### src/rtl/slice_pass_ctrl.sv
// Mask-pass sequencer for one 25-bit slice memory: load, then read/XOR-write every index.
// Also returns the final slice and the number of bits written as 1.
module slice_pass_ctrl #(
    parameter int SIZE    = 5,
    parameter int MEMSIZE = 25
) (
    input  logic               clk,
    input  logic               rst,
    input  logic               start,
    input  logic [MEMSIZE-1:0] in_line,
    input  logic [MEMSIZE-1:0] key,
    output logic               busy,
    output logic               done,
    output logic [MEMSIZE-1:0] result,
    output logic [SIZE-1:0]    ones_cnt,
    output logic               mem_init,
    output logic [MEMSIZE-1:0] mem_line,
    output logic [SIZE-1:0]    mem_index,
    output logic               mem_val,
    output logic               mem_write,
    output logic               mem_read,
    input  logic               mem_out,
    input  logic [MEMSIZE-1:0] mem_q
);

    typedef enum logic [2:0] {
        S_IDLE,
        S_LOAD,
        S_READ,
        S_WRITE,
        S_DONE
    } state_t;

    localparam logic [SIZE-1:0] LAST_IDX = SIZE'(MEMSIZE - 1);

    state_t             r_state;
    state_t             w_next;
    logic [MEMSIZE-1:0] r_line;
    logic [MEMSIZE-1:0] r_key;
    logic [SIZE-1:0]    r_idx;
    logic [SIZE-1:0]    r_acc;
    logic               r_bit;
    logic [MEMSIZE-1:0] r_result;
    logic [SIZE-1:0]    r_ones;
    logic               w_val;

    assign w_val = r_bit ^ r_key[r_idx];

    always_comb begin
        w_next = r_state;
        case (r_state)
            S_IDLE:  if (start) w_next = S_LOAD;
            S_LOAD:  w_next = S_READ;
            S_READ:  w_next = S_WRITE;
            S_WRITE: w_next = (r_idx == LAST_IDX) ? S_DONE : S_READ;
            S_DONE:  w_next = S_IDLE;
            default: w_next = S_IDLE;
        endcase
    end

    always_ff @(posedge clk) begin
        if (!rst) begin
            r_state  <= S_IDLE;
            r_line   <= '0;
            r_key    <= '0;
            r_idx    <= '0;
            r_acc    <= '0;
            r_bit    <= 1'b0;
            r_result <= '0;
            r_ones   <= '0;
        end else begin
            r_state <= w_next;
            case (r_state)
                S_IDLE: begin
                    if (start) begin
                        r_line <= in_line;
                        r_key  <= key;
                        r_idx  <= '0;
                        r_acc  <= '0;
                    end
                end
                S_READ: r_bit <= mem_out;
                S_WRITE: begin
                    if (w_val) r_acc <= r_acc + SIZE'(1);
                    // idx holds at the last index so it never leaves 0..MEMSIZE-1
                    if (r_idx != LAST_IDX) r_idx <= r_idx + SIZE'(1);
                end
                S_DONE: begin
                    r_result <= mem_q;
                    r_ones   <= r_acc;
                end
                default: ;
            endcase
        end
    end

    // All outputs decode from registered state only; start never reaches mem_* directly.
    assign busy      = (r_state != S_IDLE);
    assign done      = (r_state == S_DONE);
    assign mem_init  = (r_state == S_LOAD);
    assign mem_read  = (r_state == S_READ) || (r_state == S_WRITE);
    assign mem_write = (r_state == S_WRITE);
    assign mem_val   = (r_state == S_WRITE) ? w_val : 1'b0;
    assign mem_index = mem_read ? r_idx : '0;
    assign mem_line  = r_line;
    assign result    = r_result;
    assign ones_cnt  = r_ones;

endmodule

### config.mk
export PLATFORM = sky130hd
export DESIGN_NAME = slice_pass_ctrl
export DESIGN_NICKNAME = d
export VERILOG_FILES = /design/src/rtl/slice_pass_ctrl.sv
export SDC_FILE = /design/constraint.sdc
export NUM_CORES = 1
export LEC_CHECK = 0
export CELL_PAD_IN_SITES_DETAIL_PLACEMENT = 1
export CELL_PAD_IN_SITES_GLOBAL_PLACEMENT = 1
export CORE_MARGIN = 2
export CORE_UTILIZATION = 30
export CTS_BUF_LIST = sky130_fd_sc_hd__clkbuf_2 sky130_fd_sc_hd__clkbuf_4 sky130_fd_sc_hd__clkbuf_8
export CTS_CLUSTER_SIZE = 25
export DETAILED_ROUTE_END_ITERATION = 7
export PLACE_DENSITY_LB_ADDON = 0.1
export RECOVER_POWER = 100
export SLEW_MARGIN = 10
export SYNTH_ARGS = -nofsm -noshare
export SYNTH_HDL_FRONTEND = slang
export SYNTH_SLANG_ARGS = --single-unit
### constraint.sdc
create_clock -name clk -period 6.58 [get_ports clk]
set_input_delay 0.658 -clock clk [delete_from_list [all_inputs] [get_ports clk]]
set_output_delay 0.658 -clock clk [all_outputs]
set_load 0.005 [all_outputs]
; Word-level counts from Yosys, hierarchy flattened
; Cells that the tools add are included.
[word_totals]
word_cells = 40
out_inout_bits = 66
input_bits = 79
ff_bits = 94
[classes]
n_eq_ne = 9
n_mux = 12
bitwise_logic = 1
reduce_logical = 7
magnitude_cmp = 1
addsub = 2
[ops]
columns = operator, n
row1 = 2-to-1 mux 5 bit, 4
row2 = one-hot mux 5 bit (2 select lines), 2
row3 = one-hot mux 3 bit (4 select lines), 1
row4 = "adder 5 x 1 -> 5 bit, second input constant", 2
row5 = "equality test 3 x 2 -> 1 bit, second input constant", 2
row6 = "less-than comparator 5 x 6 -> 1 bit, second input constant", 1
row7 = 2-to-1 mux 3 bit, 2
row8 = AND reduction 3 bit, 2
row9 = binary-select mux 1 bit (select 5 bit), 1
row10 = "equality test 5 bit, second input constant", 1
row11 = "inequality test 5 bit, second input constant", 1
row12 = "inequality test 2 x 1 -> 1 bit, second input constant", 2
row13 = "equality test 3 x 1 -> 1 bit, second input constant", 1
row14 = "equality test 3 bit, second input constant", 1
row15 = zero test 3 bit, 1
row16 = nonzero test 3 bit, 1
row17 = 2-to-1 mux 1 bit, 2
row18 = "inequality test 2 bit, second input constant", 1
row19 = AND reduction 2 bit, 1
row20 = nonzero test 2 bit, 1
row21 = logical OR 1 bit, 1
row22 = bitwise XOR 1 bit, 1

; Depth between registers and ports, before layout
; Gate-level depths: netlist (run 1).
[logic_depth]
depth_word = 5
depth_mapped = 9
ltp_nobuf = 8

; Least setup slack after synthesis (run 1)
; Ideal clock, no wire load.
[synth_path]
kind = flip-flop to output port
startpoint = register r_idx[0]
endpoint = output port mem_val
required_ns = 5.922
path_buffers = 0
path_slack_ns = 3.974
arrival_time_ns = 1.948
path_stages_with_launch = 6
path_cell_list = dfxtp_1 > mux4_2 > a31oi_2 > a31oi_2 > or4_4 > nand2_4
[synth_via]
elab_chain_len = 4
[synth_lines]
columns = element, line_no
row1 = from (decl), 40  ; logic [SIZE-1:0] r_idx;
row2 = from (signal assigned), 86  ; if (r_idx != LAST_IDX) r_idx <= r_idx + SIZE'(1);
row3 = binary-select mux 1 bit (select 5 bit), 47  ; assign w_val = r_bit ^ r_key[r_idx];
row4 = 2-to-1 mux 1 bit (not written as such), 47
row5 = bitwise XOR 1 bit, 47
row6 = 2-to-1 mux 1 bit, 103  ; assign mem_val = (r_state == S_WRITE) ? w_val : 1'b0;
row7 = to (decl), 19  ; output logic mem_val,
; Every way passes these cells. The select of a mux whose other input is x is not followed.

==> results of run 1 <==
[layout make-up]
type,count,share of cell area [%]
inverters,10,0.658
clock buffers,12,2.89
well taps,176,3.86
repair buffers,145,25.2
clock inverters,4,0.526
multi-input cells,337,33.9
flip-flops and latches,94,33.0
[routing by layer]
| metal | vias to the layer above | wire length (µm) |
|---|---|---|
| li1 | 1814 | - |
| met1 | 1664 | 4780 |
| met2 | 87 | 5260 |
| met3 | 12 | 697 |
| met4 | 0 | 153 |
| met5 | - | 0 |
[power by group]
group | internal (mW) | switching [mW] | total (mW) | leakage, nW
Combinational | 0.0830 | 0.0604 | 0.143 | 1.27
Sequential | 0.590 | 0.0122 | 0.602 | 0.765
Clock | 0.168 | 0.203 | 0.371 | 0.0869
Total | 0.841 | 0.276 | 1.12 | 2.12
[flip-flops by register name, indices dropped and copies added (netlist names)]
name / flops
r_acc: 5
ones_cnt: 5
result: 25
r_state: 3
r_idx: 5
r_bit: 1
mem_line: 25
r_key: 25
[metrics by stage]
stage / utilization [%] / instance area, µm² / cells / hold slack, ps
after floorplan: - / 3980 / 471 / 432
after global placement: 42.2 / 5520 / 762 / 443
after detailed placement: 42.2 / 5520 / 762 / 447
after CTS: 43.7 / 5710 / 778 / 462
after global routing: 43.6 / 5710 / 778 / 491
final: 43.6 / 5710 / 778 / 467
[cells by family (layout without fill, tap and decap cells)]
| group | Yosys count | count (layout) |
|---|---|---|
| simple gates | 219 | 219 |
| xor+xnor | 3 | 3 |
| flops | 94 | 94 |
| buf+inv | 40 | 171 |
| compound gates | 100 | 100 |
| fa+ha+maj | 3 | 3 |
| mux | 12 | 12 |
[worst max-delay path: stages]
cell and delay (ps):
buf_2 80, clkbuf_1 2270, nand2_1 600, a311oi_1 650
o211ai_1 170, o311ai_0 100
[worst max-delay path by stage]
stage	startpoint	end	slack [ps]
4_1_cts	r_state[0]	done	2620
3_3_place_gp	r_state[0]	done	3130
5_1_grt	rst	r_acc[2]	1640
3_5_place_dp	r_state[0]	done	3060
2_1_floorplan	r_idx[0]	mem_val	3970
6_report	rst	r_acc[2]	2300
[cell usage in the layout (no fill, tap or decap), types with 6 or more instances in the layout]
cell type	instances
nand3_1	8
nor2_1	11
clkbuf_8	12
a21boi_0	80
clkdlybuf4s50_1	82
inv_1	9
dlygate4sd3_1	61
nand2_1	173
dfxtp_1	94
mux2i_1	6
==> flow_summary.ini, run 1 <==
[status]
status = complete, but fails checks
violations = capacitance limit, slew limit

[yosys]
synth_most_common_cell = nand2_1
syn_nets = 553
synth_top_family_by_area = simple AND/OR/NAND/NOR gates
synthTopCellsByArea = dfxtp_1 (47%), nand2_1 (16%), a21boi_0 (12%), a21boi_1 (3.0%), clkbuf_1 (2.5%)
yosysUniqueCellTypes = 45
yosysTopAreaCellShare_pct = 47.3
synth.area.mux_share_pct = 4.06
synth_edf_count = 0
yosysTopAreaCell = dfxtp_1
ys_ff_latch = 94
synth_commonest_cells = nand2_1 (174), dfxtp_1 (94), a21boi_0 (64)
synth_xor_area_share_pct = 0.661
netlist_instances = 471
synth_area_um2 = 3980
synth_adder_area_share_pct = 0.944
synth_compound_area_share_pct = 19.8
yosys_warnings = 0
syn_area_per_cell_um2 = 8.44
synth_ff_type = dfxtp_1
yosys.area_share.simple_pct = 23.1
ys_seq_area_share_pct = 47.3
async_flop_share_pct = 0

[layout]
multi_input_area_um2 = 1930
drive_gt1_share_pct = 5.81
synthToLayoutAreaGrowth_pct = 43.5
fillerInstances = 1496
diodes = 0
seqCellArea_um2 = 1880
nets = 679

[sta]
fmax_mhz = 234
finalSetupViolations = 0
maxSlewViolCount = 89
fin_ws_ps = 2300
worstMarginPinSlew_ps = 3230
finClkSkew_ps = 9.99
finalCritPeriodShare_pct = 65.1
setup_tns_ps = 0
rsz0062_at_grt = false
hold_viol = 0
period_needed_ps = 4280
max-slew-margin-rel_pct = -116

[critical_path]
r2r-end = result[17]
cp.required_ps = 6850
r2r_start = r_state[0]
reg2regPathDepth = 5
worstSetupEndpointType = flop
worstSetupPathType = input pin to flop
cp_max_fo = 88
crit_arrival_ps = 4550
cp-start-kind = input pin
rrSetupSlack_ps = 4050

[floorplan]
rows = 42
die_h_um = 119
die-area_um2 = 14200
pin_count = 145
dieWidth_um = 119
core_um2 = 13100
start_util_pct = 30.4

[route]
dr.pass1.iters = 4
ant_nets = 0
vias_per_cell = 4.60
via_count = 3577
drt_iter0_markers = 135
drt_wl_total_mm = 10.9
drc_errors = 0
wl_per_cell_um = 14.0

[clocking]
htreeDepth = 3
numCtsBuffers = 9
holdBufCountCts = 0
ctsResizeCount = 0
insertion_delay_ps = 370
cts.sinks = 94
cts_tree = yes
cts_root_buf = clkbuf_8
post_cts_buffers = 0
clock_path_buffers = 2
path_clk_slew_ps = 90

[place]
routabilityCongestion = 0.835
dpl_worst_slack_ps = 3060
port-buffer-count = 144
place_hpwl_mm = 7.61

[grt]
grt_max_degree = 89
grt_pass1_vias = 3643
grtUsageMet1_pct = 17.9
grt_use_total_pct = 15.8
grt-ovfl-total = 0
grtUsageMet3_pct = 6.03
grt.busiest_layer = met2
grt_pass1_wl_mm = 17.9
grt_use_met2_pct = 27.6
antenna_found_initial = 0

[flow_run]
drv_cap = 1

[min_path]
min_from = mem_line[16]
min-delay-path-class = flop to flop
whs_path_depth = 2
whs_endpoint = mem_line[16]

[power_and_ir_drop]
p_leak_nw = 2.12
power_mw = 1.12
worst_ir_drop_vdd_uv = 130
p_per_area_nw_per_um2 = 196
No activity file was read; power rests on OpenSTA's default activity.
==> run 2: changes to the inputs <==
- clock period: 6.58 -> 3.7 ns (I/O delays scaled with it)
==> run 2 against run 1 <==
The flow still finishes with violations (capacitance limit, slew limit). Global-route usage grew 0.53 points. Total power is 74% higher. Worst hold slack worse by 3.2 ps. Clock power rose by 67%. Sequential share of layout area barely moved. Utilization is essentially flat. Combinational power up 78%. Cell count up 0.39%. Non-clock buffer count is 3 higher. Die area did not move. Via count increased by 1.5%. Wire length is 3.0% higher. Critical endpoint is now mem_val. Highest routed layer unchanged.
==> flow_summary.ini, run 2 (synthesis results as in run 1) <==
[status]
status = complete, but fails checks
violations = capacitance limit, slew limit

[clocking]
cts_root_buf = clkbuf_8
htreeDepth = 3
numCtsBuffers = 9
post_cts_buffers = 0
cts_tree = yes
ctsResizeCount = 0
holdBufCountCts = 0
path_clk_slew_ps = 90
cts.sinks = 94
clock_path_buffers = 2
insertion_delay_ps = 370

[sta]
max-slew-margin-rel_pct = -16.3
finalSetupViolations = 0
rsz0062_at_grt = false
finClkSkew_ps = 7.61
period_needed_ps = 3440
fmax_mhz = 291
hold_viol = 0
worstMarginPinSlew_ps = 1740
maxSlewViolCount = 51
finalCritPeriodShare_pct = 92.9
setup_tns_ps = 0

[route]
via_count = 3629
dr.pass1.iters = 4
vias_per_cell = 4.65
drt_wl_total_mm = 11.2
ant_nets = 0
drt_iter0_markers = 89
wl_per_cell_um = 14.4
drc_errors = 0

[flow_run]
drv_cap = 1

[layout]
nets = 682
fin_cells = 781
drive_gt1_share_pct = 5.62
final_common_cell = nand2_1
mostFrequentLayoutCells = nand2_1 (174), dfxtp_1 (94), clkdlybuf4s50_1 (82)
diodes = 0
design_area_um2 = 5700
fillerInstances = 1531
synthToLayoutAreaGrowth_pct = 43.3

[critical_path]
max_stage_delay_ps = 640
cp_slowest_cell = dfxtp_1
cp-start-kind = flop
worstSetupPathType = flop to output port
cp_num_cells = 5
cp_max_fo = 14
reg2regPathDepth = 4
cp.required_ps = 3330
path_buf_inv = 1
critPathTopFamily = simple AND/OR/NAND/NOR gates
crit_arrival_ps = 3070
worstPathCellList = mux4_2 > o2111a_1 > or4_4 > nand2_4 > clkdlybuf4s50_1
worstSetupEndpointType = output port

[grt]
grt_pass1_wl_mm = 18.5
grt_use_total_pct = 16.4
antenna_found_initial = 0
grt_pass1_vias = 3676
grt-ovfl-total = 0
grt_max_degree = 63

[floorplan]
rows = 42
pin_count = 145
dieWidth_um = 119
die-area_um2 = 14200
start_util_pct = 30.4
die_h_um = 119
core_um2 = 13100

[place]
place_area_um2 = 5540
dpl.cell_count = 765
port-buffer-count = 144
routabilityCongestion = 0.817
place_hpwl_mm = 8.09

[power_and_ir_drop]
worst_ir_drop_vdd_uv = 154
p_leak_nw = 2.12
p_per_area_nw_per_um2 = 341

[min_path]
whs_path_depth = 2
min-delay-path-class = flop to flop
-- run 2: cell types whose count changed in the layout (fill, tap and decap cells not counted), sizes merged --
| cell | before | now |
|---|---|---|
| buf | 1 | 4 |
| clkinv | 0 | 3 |
| clkbuf | 13 | 11 |
| clkinvlp | 4 | 3 |
-- run 2: worst paths after layout --
path	start	end	slack, ps
max reg2reg	r_state[2]	r_key[11]	1100
max	r_idx[2]	mem_val	260
min	ones_cnt[3]	ones_cnt[3]	460
min reg2reg	ones_cnt[3]	ones_cnt[3]	460
-- run 2: power by group --
| part | switching, mW | internal, mW |
|---|---|---|
| sequential | 0.0221 | 1.05 |
| clock | 0.362 | 0.259 |
| combinational | 0.109 | 0.145 |
| total | 0.493 | 1.45 |
-- run 2: routing by layer --
layer  vias to the layer above  wire length (µm)  track usage [%]
met4                         0               208             6.92
met5                         -                 0                0
met3                        17               561             3.59
met2                        84              5510             28.4
li1                       1819                 -                -
met1                      1709              4950             19.4
-- run 2: per-stage QoR --
stage               total power, mW  setup slack (ps)  utilization, %  hold WS [ps]
CTS                            2.00               252            43.7           459
global placement               1.36               696            42.3           443
finish                         1.95               264            43.6           463
global route                   2.06               134            43.6           489
detailed placement             1.37               667            42.3           446
floorplan                      1.20              1380               -           432
-- run 2: final cells by class --
type | count | area, µm² | area share, %
clock inverter | 6 | 37.5 | 0.658
timing repair buffer | 148 | 1460 | 25.7
inverter | 10 | 37.5 | 0.658
sequential | 94 | 1880 | 33.0
clock buffer | 10 | 138 | 2.41
multi-input combinational | 337 | 1920 | 33.8
tap | 176 | 220 | 3.86
-- run 2: worst register-to-register path, stage by stage (launching register included) --
cell and delay, ps:
dfxtp_1 370, nor3_1 310, and2_1 1360, nand2_1 280, a21boi_0 210
